`src/rtl/keypad_pkg.sv`:
```
// Shared encodings for the hex keypad scanner: FSM states, scan results,
// column drive patterns and the PmodKYPD key map.
package keypad_pkg;

    typedef enum logic [1:0] {
        StIdle,
        StPressDb,
        StHeld,
        StRelDb
    } kp_state_e;

    typedef enum logic [1:0] {
        ScanNone,
        ScanOne,
        ScanMulti
    } scan_res_e;

    localparam logic [3:0] ColDrive0 = 4'b1110;
    localparam logic [3:0] ColDrive1 = 4'b1101;
    localparam logic [3:0] ColDrive2 = 4'b1011;
    localparam logic [3:0] ColDrive3 = 4'b0111;

    function automatic logic [3:0] col_drive(input logic [1:0] idx);
        logic [3:0] drv;
        case (idx)
            2'd0:    drv = ColDrive0;
            2'd1:    drv = ColDrive1;
            2'd2:    drv = ColDrive2;
            default: drv = ColDrive3;
        endcase
        return drv;
    endfunction

    function automatic logic [3:0] key_map(input logic [1:0] r, input logic [1:0] c);
        logic [3:0] code;
        code = 4'h0;
        case ({r, c})
            4'h0: code = 4'h1;
            4'h1: code = 4'h2;
            4'h2: code = 4'h3;
            4'h3: code = 4'hA;
            4'h4: code = 4'h4;
            4'h5: code = 4'h5;
            4'h6: code = 4'h6;
            4'h7: code = 4'hB;
            4'h8: code = 4'h7;
            4'h9: code = 4'h8;
            4'hA: code = 4'h9;
            4'hB: code = 4'hC;
            4'hC: code = 4'h0;
            4'hD: code = 4'hF;
            4'hE: code = 4'hE;
            4'hF: code = 4'hD;
        endcase
        return code;
    endfunction

endpackage

```
`src/rtl/keypad_decoder.sv`:
```
// Combinational decode of one column's synchronized row lines into a
// pressed-key count (0, 1, 2 meaning two or more) and the hex code of the key.
module keypad_decoder
    import keypad_pkg::*;
(
    input  logic [3:0] i_row_s,
    input  logic [1:0] i_col_idx,
    output logic [1:0] o_count,
    output logic [3:0] o_code
);

    always_comb begin
        o_count = 2'd0;
        o_code  = 4'h0;
        for (int r = 0; r < 4; r++) begin
            if (!i_row_s[r]) begin
                if (o_count != 2'd2) begin
                    o_count = o_count + 2'd1;
                end
                o_code = key_map(r[1:0], i_col_idx);
            end
        end
    end

endmodule

```
`src/rtl/hex_keypad_entry.sv`:
```
// 4x4 hex keypad scanner with per-scan debouncing; accepted keys are shifted
// into a 16-bit entry register intended to drive the 4-digit display.
module hex_keypad_entry
    import keypad_pkg::*;
#(
    parameter int unsigned SCAN_DIV       = 100000,
    parameter int unsigned DEBOUNCE_SCANS = 4
) (
    input  logic        i_clk,
    input  logic        i_rst_n,
    input  logic [3:0]  i_row,
    input  logic        i_clear,
    output logic [3:0]  o_col,
    output logic        o_key_valid,
    output logic [3:0]  o_key_code,
    output logic [15:0] o_value,
    output logic [2:0]  o_digit_count
);

    localparam int unsigned DivW = $clog2(SCAN_DIV);
    localparam int unsigned CntW = $clog2(DEBOUNCE_SCANS + 1);
    localparam logic [DivW-1:0] DivLast   = DivW'(SCAN_DIV - 1);
    localparam logic [CntW-1:0] CntTarget = CntW'(DEBOUNCE_SCANS);
    localparam logic [CntW-1:0] CntOne    = CntW'(1);

    logic [3:0]      r_row_meta;
    logic [3:0]      r_row_s;
    logic [DivW-1:0] r_div;
    logic [1:0]      r_col_idx;
    logic [3:0]      r_col;
    logic [1:0]      r_acc_cnt;
    logic [3:0]      r_acc_code;

    kp_state_e       r_state;
    logic [CntW-1:0] r_cnt;
    logic [3:0]      r_cand;

    logic            r_key_valid;
    logic [3:0]      r_key_code;
    logic [15:0]     r_value;
    logic [2:0]      r_digit_count;

    logic            w_tick;
    logic            w_scan_done;
    logic [1:0]      w_col_count;
    logic [3:0]      w_col_code;
    logic [2:0]      w_sum;
    logic [1:0]      w_tot_cnt;
    logic [3:0]      w_tot_code;
    scan_res_e       w_res;

    kp_state_e       w_state_d;
    logic [CntW-1:0] w_cnt_d;
    logic [3:0]      w_cand_d;
    logic            w_accept;

    keypad_decoder u_decoder (
        .i_row_s   (r_row_s),
        .i_col_idx (r_col_idx),
        .o_count   (w_col_count),
        .o_code    (w_col_code)
    );

    assign w_tick      = (r_div == DivLast);
    assign w_scan_done = w_tick && (r_col_idx == 2'd3);

    // Merge this column into the running scan total, saturating at "two or more".
    assign w_sum      = 3'(r_acc_cnt) + 3'(w_col_count);
    assign w_tot_cnt  = (w_sum >= 3'd2) ? 2'd2 : w_sum[1:0];
    assign w_tot_code = (w_col_count == 2'd1) ? w_col_code : r_acc_code;

    always_comb begin
        unique case (w_tot_cnt)
            2'd0:    w_res = ScanNone;
            2'd1:    w_res = ScanOne;
            default: w_res = ScanMulti;
        endcase
    end

    always_ff @(posedge i_clk) begin
        if (!i_rst_n) begin
            r_row_meta <= 4'hF;
            r_row_s    <= 4'hF;
            r_div      <= '0;
            r_col_idx  <= 2'd0;
            r_col      <= ColDrive0;
            r_acc_cnt  <= 2'd0;
            r_acc_code <= 4'h0;
        end else begin
            r_row_meta <= i_row;
            r_row_s    <= r_row_meta;
            if (w_tick) begin
                r_div     <= '0;
                r_col_idx <= r_col_idx + 2'd1;
                r_col     <= col_drive(r_col_idx + 2'd1);
                if (r_col_idx == 2'd3) begin
                    r_acc_cnt  <= 2'd0;
                    r_acc_code <= 4'h0;
                end else begin
                    r_acc_cnt  <= w_tot_cnt;
                    r_acc_code <= w_tot_code;
                end
            end else begin
                r_div <= r_div + DivW'(1);
            end
        end
    end

    always_ff @(posedge i_clk) begin
        if (!i_rst_n) begin
            r_state <= StIdle;
            r_cnt   <= '0;
            r_cand  <= 4'h0;
        end else begin
            r_state <= w_state_d;
            r_cnt   <= w_cnt_d;
            r_cand  <= w_cand_d;
        end
    end

    always_comb begin
        w_state_d = r_state;
        w_cnt_d   = r_cnt;
        w_cand_d  = r_cand;
        w_accept  = 1'b0;
        if (w_scan_done) begin
            unique case (r_state)
                StIdle: begin
                    if (w_res == ScanOne) begin
                        w_cand_d = w_tot_code;
                        w_cnt_d  = CntOne;
                        if (w_cnt_d == CntTarget) begin
                            w_state_d = StHeld;
                            w_accept  = 1'b1;
                        end else begin
                            w_state_d = StPressDb;
                        end
                    end
                end
                StPressDb: begin
                    if (w_res == ScanOne && w_tot_code == r_cand) begin
                        w_cnt_d = r_cnt + CntOne;
                        if (w_cnt_d == CntTarget) begin
                            w_state_d = StHeld;
                            w_accept  = 1'b1;
                        end
                    end else begin
                        w_state_d = StIdle;
                        w_cnt_d   = '0;
                    end
                end
                StHeld: begin
                    if (w_res == ScanNone) begin
                        w_cnt_d   = CntOne;
                        w_state_d = (w_cnt_d == CntTarget) ? StIdle : StRelDb;
                    end
                end
                StRelDb: begin
                    if (w_res == ScanNone) begin
                        w_cnt_d = r_cnt + CntOne;
                        if (w_cnt_d == CntTarget) begin
                            w_state_d = StIdle;
                        end
                    end else begin
                        // A bounce during release is the same key still down: no new accept.
                        w_state_d = StHeld;
                    end
                end
                default: w_state_d = StIdle;
            endcase
        end
    end

    always_ff @(posedge i_clk) begin
        if (!i_rst_n) begin
            r_key_valid   <= 1'b0;
            r_key_code    <= 4'h0;
            r_value       <= 16'h0000;
            r_digit_count <= 3'd0;
        end else begin
            r_key_valid <= w_accept;
            if (w_accept) begin
                r_key_code <= w_cand_d;
            end
            if (i_clear) begin
                r_value       <= 16'h0000;
                r_digit_count <= 3'd0;
            end else if (w_accept) begin
                r_value <= {r_value[11:0], w_cand_d};
                if (r_digit_count != 3'd4) begin
                    r_digit_count <= r_digit_count + 3'd1;
                end
            end
        end
    end

    assign o_col         = r_col;
    assign o_key_valid   = r_key_valid;
    assign o_key_code    = r_key_code;
    assign o_value       = r_value;
    assign o_digit_count = r_digit_count;

endmodule

```
`config.mk`:
```
export PLATFORM = sky130hd
export DESIGN_NAME = hex_keypad_entry
export DESIGN_NICKNAME = d
export VERILOG_FILES = /design/src/rtl/keypad_pkg.sv /design/src/rtl/keypad_decoder.sv /design/src/rtl/hex_keypad_entry.sv
export SDC_FILE = /design/constraint.sdc
export NUM_CORES = 1
export LEC_CHECK = 0
export BUFFER_PORTS_ARGS = -buffer_cell sky130_fd_sc_hd__buf_2
export CAP_MARGIN = 20
export CORE_AREA = 2 2 100 102
export DETAILED_ROUTE_END_ITERATION = 10
export DIE_AREA = 0 0 102 104
export PLACE_DENSITY_LB_ADDON = 0.1
export RECOVER_POWER = 100
export SYNTH_ARGS = -nofsm -noshare
export SYNTH_HDL_FRONTEND = slang
export SYNTH_SLANG_ARGS = --single-unit
export TNS_END_PERCENT = 1
```
`constraint.sdc`:
```
create_clock -name i_clk -period 3.6 [get_ports i_clk]
set_input_delay 0.72 -clock i_clk [delete_from_list [all_inputs] [get_ports i_clk]]
set_output_delay 0.72 -clock i_clk [all_outputs]
set_load 0.005 [all_outputs]
```
==> metrics.txt, run 1 <==
outcome completed; setup TNS 0 ns; Remaining DRCs 0; Worst setup SP type register; routed length per instance 12.5 um; slew margin rel. 39.0%; ANT cells 0; Clock Tree Buf Depth 2; final setup vio count 0; Worst Hold Class register to register; number of enable flip-flop cells after synthesis 0; Area growth syn-to-layout 18.8%; slew of the pin with the lowest slew margin 0.915 ns; CP cell instances inv_2, ha_4, mux2i_4, ha_2, nor2_1, a21oi_1, ha_1, inv_1, fa_1, nand3_2, nor2_4, nand2_2, a2111oi_4, and4b_2, clkbuf_16, nand2_1, a21oi_1; antenna-violating nets left 0; cell count after synthesis 388; HPWL after DPL 4.91 mm; synthesized area 3360 um^2; 1st-pass router iterations 4; Die X 102 um; Critical-path top delay cell fa_1; Via Count 2669; CP endpoint kind register; most frequent cells in the layout dfxtp_1 (68), nand2_1 (64), nor2_1 (33); cell mode on critical path a21oi_1; root buffer cell clkbuf_8; Synthesized Nets 412; Initial Utilization 35.2%; commonest non-fill, non-tap cell in the layout dfxtp_1; final worst path period share 98.1%; Core Box Area 9550 um^2; initial antenna violation count 0; share of layout cells above drive strength 1 16.6%; placed cell area 3690 um^2; clock share of power 42.1%; htree depth 3; max-cap violations 0; largest net degree at the start of global routing 25; Hold-fix buffers, CTS 0; max-slew violation count 0; Total Wirelength 7.10 mm; Die H 104 um; Comb pwr share 6.1%; clock-pin slew on the worst setup and hold paths 0.09 ns; Final Power 1.52 mW; R2R setup slack 0.07 ns; TritonCTS Buffers 9; Sink Count 70; Placer Congestion 0.809; Seq/Total Area, Yosys 41.7%; I/O pin count 35; final count of hold timing violations 0; WP data arrival 3.81 ns; global-route wire length before repair 11.8 mm; Synth async-reset ratio 0%; yosys warns 0; Leak 1.57 nW; Primary FF master, synth dfxtp_1; total track usage 13.8%; initial detailed-routing violation count 45; maximum VDD drop 0.181 mV; Max Clk Rate 283 MHz; Net Switching 377 uW; Avg Cell Area, Syn 8.66 um^2; fin area 3990 um^2; vias in the first global route 2590; Netlist cell types 55; Seq pwr share 51.8%; cells on worst reg2reg path 17; Internal 1.14 mW; Reg-to-Reg Start r_row_s[0]; RSZ-0062 raised after global routing yes; Worst-Skew Late Latency 0.35 ns; Final #Nets 452; Worst setup endpoint o_value[2]; worst hold slack 0.403 ns; Layout Skew 0.0157 ns; P per Cell Area 380 nW/um^2; min Tclk post-route 3.53 ns; Sw Share 24.9%; Avg Vias per Cell 4.72; Final Non-Filler Cells 566; GRT overflow 0; input/output buffers 34; critical path type register to register; CTS tree done; fill count 1020; Req. time, crit path 3.88 ns; CP max stage delay 0.57 ns; R2R Path End o_value[2]; placed instance count 546; num rows 36; CP Launch Point r_row_s[0]; synthesis-stage register bit count 70; worst-path fanout max 5; die area 10600 um^2
[power groups by stage]
stage	sequential, mW	combinational, mW	clock (mW)
after CTS	0.787	0.0889	0.663
after floorplan	0.802	0.0678	0
final	0.786	0.0922	0.640
after global placement	0.805	0.0871	0
after detailed placement	0.805	0.0877	0
after global routing	0.787	0.105	0.699
[registers in the layout, indices dropped and copies added (netlist names), 3 cells and up]
signal,cells
r_row_meta,4
r_cand,4
r_row_s,4
o_key_code,4
o_value,16
r_cnt,3
o_col,4
r_div,17
o_digit_count,3
r_acc_code,4
[timing repair]
| action | in CTS | in global routing |
|---|---|---|
| gates resized for setup | 1 | 21 |
| cloned | 0 | 3 |
| pin swaps | 2 | 7 |
| endpoints found under the setup margin | 3 | 28 |
| setup buffers | 0 | 1 |
[stage by stage]
| stage | util (%) | worst slack, ns |
|---|---|---|
| finish | 41.8 | 0.0667 |
| global route | 41.8 | -0.111 |
| CTS | 40.8 | 0.0149 |
| detailed placement | 38.6 | -0.0417 |
| global placement | 38.6 | 0.0977 |
| floorplan | - | 0.184 |
[area by class of cell]
type                            instances  area [um^2]  share of cell area [%]
Timing Repair Buffer                   47          302                    7.55
Tap cell                              133          166                    4.17
Sequential cell                        70         1410                    35.3
Clock inverter                          7         72.6                    1.82
Inverter                               14         52.6                    1.32
Multi-Input combinational cell        286         1870                    46.8
Clock buffer                            9          124                    3.10
[synth_stat cells, types with 7 or more instances]
cell type | n | area (um^2)
dfxtp_1 | 70 | 1400
nand2_1 | 65 | 244
nor2_1 | 34 | 128
a21oi_1 | 29 | 145
nand3_1 | 20 | 100
ha_1 | 16 | 200
inv_1 | 14 | 52.6
clkbuf_1 | 13 | 48.8
xor2_1 | 11 | 96.3
nand2b_1 | 10 | 62.6
o21ai_0 | 9 | 45.0
and2_1 | 7 | 43.8
xnor2_1 | 7 | 61.3
[how the worst min path moves through the flow]
stage	startpoint	end	depth (start not counted)
4_1_cts	r_row_meta[0]	r_row_s[0]	1
2_1_floorplan	r_row_meta[0]	r_row_s[0]	1
3_5_place_dp	r_row_meta[0]	r_row_s[0]	1
3_3_place_gp	r_row_meta[0]	r_row_s[0]	1
5_1_grt	r_row_meta[3]	r_row_s[3]	1
6_report	r_row_meta[0]	r_row_s[0]	1
[kinds of logic (layout without fill, tap and decap cells)]
kind of cell / after synthesis / after routing / synth area share [%]
XOR/XNOR: 18 / 18 / 4.69
AO/OA/AOI/OAI: 65 / 65 / 13.0
buffers and inverters: 32 / 77 / 4.28
multiplexers: 9 / 9 / 3.24
AND/OR/NAND/NOR: 177 / 177 / 26.6
adder cells (fa/ha/maj): 17 / 17 / 6.55
flip-flops: 70 / 70 / 41.7
[worst max-delay path: cells and delay by family, from the launching register on]
kind            cells  cell delay (ns)
simple gates        6             0.84
compound gates      3             0.67
mux                 1             0.14
flops               1             0.37
buf+inv             3             0.28
fa+ha+maj           4             1.14
[routing by layer]
layer / wire, um / GRT usage [%] / vias to the layer above
li1: - / - / 1399
met1: 3660 / 18.7 / 1222
met2: 3100 / 21.0 / 36
met3: 222 / 3.70 / 12
met4: 121 / 4.67 / 0
met5: 0 / 0 / -
Note: power is estimated with default switching activity, not from simulation.
==> inputs of run 2 (changes only) <==
--- a/constraint.sdc
+++ b/constraint.sdc
@@ -3,2 +3,2 @@
 set_output_delay 0.72 -clock i_clk [all_outputs]
-set_load 0.005 [all_outputs]
+set_load 0.1 [all_outputs]
==> run 2 against run 1 <==
Against the previous run: wire length decreased by 0.25%; clock-buffer cell count unchanged; setup slack improved by 0.0028 ns; clock skew about the same; largest cell class unchanged.
==> metrics.txt, run 2 (synthesis results as in run 1) <==
Area growth syn-to-layout 18.3%; most frequent cells in the layout dfxtp_1 (68), nand2_1 (64), nor2_1 (33); Req. time, crit path 3.87 ns; HPWL after DPL 4.91 mm; critical path type register to register; final setup margin 0.0695 ns; Die X 102 um; commonest non-fill, non-tap cell in the layout dfxtp_1; Worst-Skew Late Latency 0.35 ns; RSZ-0062 raised after global routing yes; Placer Congestion 0.809; Worst setup SP type register; Final Power 1.52 mW; vias in the first global route 2590; num rows 36; final count of hold timing violations 0; maximum VDD drop 0.182 mV; worst-path fanout max 5; pre-CTS setup slack -0.0417 ns; max-cap violations 0; antenna-violating nets left 0; Biggest register r_div; root buffer cell clkbuf_8; WP data arrival 3.80 ns; Sink Count 70; outcome completed; Die H 104 um; Hold-fix buffers, CTS 0; Via Count 2675; initial detailed-routing violation count 46; CTS tree done; Initial Utilization 35.2%; final setup vio count 0; P per Cell Area 381 nW/um^2; Layout Skew 0.0155 ns; total track usage 13.8%; ANT cells 0; slew of the pin with the lowest slew margin 1.17 ns; input/output buffers 34; max-slew violation count 0; Core Box Area 9550 um^2; Avg Vias per Cell 4.73; htree depth 3; max FFs per register 17; GRT overflow 0; Final #Nets 452; share of layout cells above drive strength 1 13.6%; largest net degree at the start of global routing 25; global-route wire length before repair 11.8 mm; Total Wirelength 7.08 mm; clock-pin slew on the worst setup and hold paths 0.09 ns; Max Clk Rate 283 MHz; Remaining DRCs 0; initial antenna violation count 0; Clock Tree Buf Depth 2; 1st-pass router iterations 4; min Tclk post-route 3.53 ns; TritonCTS Buffers 9; Worst Hold Class register to register; CP endpoint kind register; I/O pin count 35; die area 10600 um^2; Leak 1.53 nW; final worst path period share 98.1%; routed length per instance 12.5 um; slew margin rel. 22.5%
-- run 2: timing repair --
| item | CTS | global route |
|---|---|---|
| setup buffers | 0 | 1 |
| gates cloned | 0 | 3 |
| endpoints found under the setup margin | 3 | 28 |
| pin swaps | 2 | 7 |
| gates resized for setup | 1 | 21 |
-- run 2: power by group --
group	total, mW	switching (mW)	internal (mW)
registers	0.786	0.00623	0.780
clock network	0.639	0.318	0.321
logic	0.0921	0.0526	0.0395
total	1.52	0.377	1.14
-- run 2: path summary, 6_finish.rpt --
path	endpoint	start	slack, ns	cells after the start
max	o_value[2]	r_row_s[0]	0.07	17
min	r_row_s[0]	r_row_meta[0]	0.40	1
max reg2reg	o_value[2]	r_row_s[0]	0.07	17
min reg2reg	r_row_s[0]	r_row_meta[0]	0.40	1
-- run 2: per-stage QoR --
stage                     hold slack [ns]  util [%]  TNS (ns)  area [um^2]  std cells
after detailed placement            0.394      38.6   -0.0852         3690        546
after global routing                0.435      41.7     -1.63         3980        566
final                               0.403      41.7         0         3980        566
after CTS                           0.406      40.8         0         3890        562
after floorplan                     0.386         -         0         3360        388
after global placement              0.392      38.6         0         3690        546
-- run 2: critical path: stages, from the launching register on --
cell and delay [ns]:
dfxtp_4 0.37, inv_2 0.05, ha_4 0.23, mux2i_4 0.14, ha_2 0.19, nor2_1 0.04
a21oi_1 0.13, ha_1 0.15, inv_1 0.05, fa_1 0.57, nand3_2 0.11, nor2_4 0.13
nand2_2 0.07, a2111oi_4 0.40, and4b_2 0.43, clkbuf_16 0.18, nand2_1 0.06, a21oi_1 0.14
-- run 2: metal layers --
metal  global-route usage (%)  vias to the layer above  wire length (um)
met5                        0                        -                 0
met4                     4.67                        0               130
met3                     3.70                       14               207
met2                     21.0                       34              3090
met1                     18.7                     1226              3650
li1                         -                     1401                 -
-- run 2: area by class of cell --
type / instances / area, um^2
well taps: 133 / 166
inverters: 14 / 52.6
multi-input cells: 286 / 1870
clock inverters: 7 / 72.6
flip-flops and latches: 70 / 1410
clock buffers: 9 / 124
fillers: 1022 / 5570
repair buffers: 47 / 285
==> inputs of run 3 (changes only) <==
--- a/config.mk
+++ b/config.mk
@@ -10,4 +10,6 @@
 export CORE_AREA = 2 2 100 102
+export CTS_BUF_LIST = sky130_fd_sc_hd__clkbuf_16
 export DETAILED_ROUTE_END_ITERATION = 10
 export DIE_AREA = 0 0 102 104
+export MAX_ROUTING_LAYER = met4
 export PLACE_DENSITY_LB_ADDON = 0.1
==> constraint.sdc (replaced) <==
create_clock -name i_clk -period 3.6 [get_ports i_clk]
set_input_delay 0.18 -clock i_clk [delete_from_list [all_inputs] [get_ports i_clk]]
set_output_delay 0.18 -clock i_clk [all_outputs]
set_load 0.1 [all_outputs]
==> run 3 against run 2 <==
Against the previous run: core utilization grew 0.97 points; largest power group is now clock; sequential cell count did not move; critical path depth stayed put; hold slack got worse by 0.37 ns; via count decreased by 0.60%.
==> metrics.txt, run 3 (synthesis results as in run 1) <==
global-route wire length before repair 11.6 mm; largest net degree at the start of global routing 30; max-slew violation count 0; Clock Tree Buf Depth 2; initial detailed-routing violation count 74; WP buf/inv 3; final setup margin 0.100 ns; share of layout cells above drive strength 1 11.4%; CP delay by family, top adder cells; Worst-Skew Late Latency 0.33 ns; worst-path fanout max 11; Worst Hold Class input port to register; CTS tree done; Area growth syn-to-layout 21.1%; outcome completed; worst hold slack 0.0315 ns; Worst setup SP type register; max FFs per register 17; final worst path period share 97.2%; Util after Layout 42.6%; min Tclk post-route 3.50 ns; antenna-violating nets left 0; Avg Vias per Cell 4.72; Critical-path top delay cell fa_1; setup TNS 0 ns; htree depth 3; Final #Nets 449; final count of hold timing violations 0; Layout Skew 0.00761 ns; I/O pin count 35; 1st-pass router iterations 4; P per Cell Area 467 nW/um^2; HPWL after DPL 4.96 mm; Total Wirelength 7.10 mm; Remaining DRCs 0; Req. time, crit path 3.78 ns; most frequent cells in the layout dfxtp_1 (68), nand2_1 (65), nor2_1 (33); input/output buffers 34; cells on worst reg2reg path 17; Biggest register r_div; Via Count 2659; critical path type register to register; slew of the pin with the lowest slew margin 1.17 ns; ANT cells 0; Die X 102 um; CP cell instances inv_1, ha_4, mux2i_4, ha_2, nor2_1, a21oi_1, ha_1, inv_1, fa_1, nand3_2, nor2_2, nand2_1, a2111oi_4, and4b_2, buf_12, a21o_1, a21oi_1; max-cap violations 0; pre-CTS setup slack -0.0428 ns; Hold-fix buffers, CTS 0; root buffer cell clkbuf_16; final setup vio count 0; Sink Count 70; maximum VDD drop 0.202 mV; slew margin rel. 22.3%; GRT overflow 0; total track usage 14.0%; TritonCTS Buffers 9; vias in the first global route 2489; WP depth 17; die area 10600 um^2; Die H 104 um; RSZ-0062 raised after global routing yes; fill count 997; CP endpoint kind register; routed length per instance 12.6 um; commonest non-fill, non-tap cell in the layout dfxtp_1; initial antenna violation count 0; clock-pin slew on the worst setup and hold paths 0.06 ns; CP max stage delay 0.57 ns; WP data arrival 3.68 ns; Core Box Area 9550 um^2; num rows 36; Placer Congestion 0.818; Leak 1.57 nW; Initial Utilization 35.2%; Max Clk Rate 286 MHz; worst hold stages 2
==> run 3: cell count changes in the layout (fill, tap and decap cells not counted), sizes merged <==
| cell | before | now |
|---|---|---|
| clkbuf | 39 | 40 |
| clkinvlp | 2 | 0 |
| bufinv | 1 | 3 |
| buf | 17 | 13 |
==> run 3: worst paths after layout <==
path | start | to | slack, ns
setup / recovery | r_row_s[0] | o_digit_count[0] | 0.10
hold / removal | i_row[0] | r_row_meta[0] | 0.03
setup reg to reg | r_row_s[0] | o_digit_count[0] | 0.10
hold reg to reg | r_row_meta[3] | r_row_s[3] | 0.41
==> run 3: what timing repair did <==
action | CTS | global route
gates cloned | 0 | 1
buffers inserted | 0 | 0
pin swaps | 1 | 5
setup endpoints to repair | 3 | 28
gates resized for setup | 2 | 14
==> run 3: per-layer routing <==
metal  track usage (%)  vias up  part of all wire [%]
met1              18.4     1210                    51
met3              3.23       10                   3.1
met5                 -        -                     0
met2              20.9       37                    45
met4              5.14        0                   1.5
li1                  -     1402                     -
==> run 3: where the power goes <==
| part | total (mW) | switching [mW] | internal [mW] |
|---|---|---|---|
| Sequential | 0.787 | 0.00607 | 0.781 |
| Combinational | 0.0905 | 0.0524 | 0.0380 |
| Clock | 1.02 | 0.343 | 0.680 |
==> run 3: worst register-to-register path: stages (launching register included) <==
cell	delay (ns)
dfxtp_4	0.35
inv_1	0.12
ha_4	0.22
mux2i_4	0.14
ha_2	0.19
nor2_1	0.04
a21oi_1	0.13
ha_1	0.15
inv_1	0.05
fa_1	0.57
nand3_2	0.10
nor2_2	0.12
nand2_1	0.10
a2111oi_4	0.40
and4b_2	0.37
buf_12	0.14
a21o_1	0.10
a21oi_1	0.05
==> run 3: stage by stage <==
stage / instance area [um^2] / std cells / power, mW
3_5_place_dp: 3690 / 546 / 0.892
3_3_place_gp: 3690 / 546 / 0.892
2_1_floorplan: 3360 / 388 / 0.870
5_1_grt: 4070 / 563 / 1.97
4_1_cts: 4040 / 562 / 1.93
6_report: 4070 / 563 / 1.90
==> run 3: layout make-up <==
cell class / instances / area (um^2) / share of cell area [%]
multi-input combinational: 286 / 1860 / 45.6
tap: 133 / 166 / 4.09
inverter: 14 / 52.6 / 1.29
clock buffer: 9 / 225 / 5.53
timing repair buffer: 44 / 239 / 5.87
sequential: 70 / 1410 / 34.6
clock inverter: 7 / 121 / 2.98
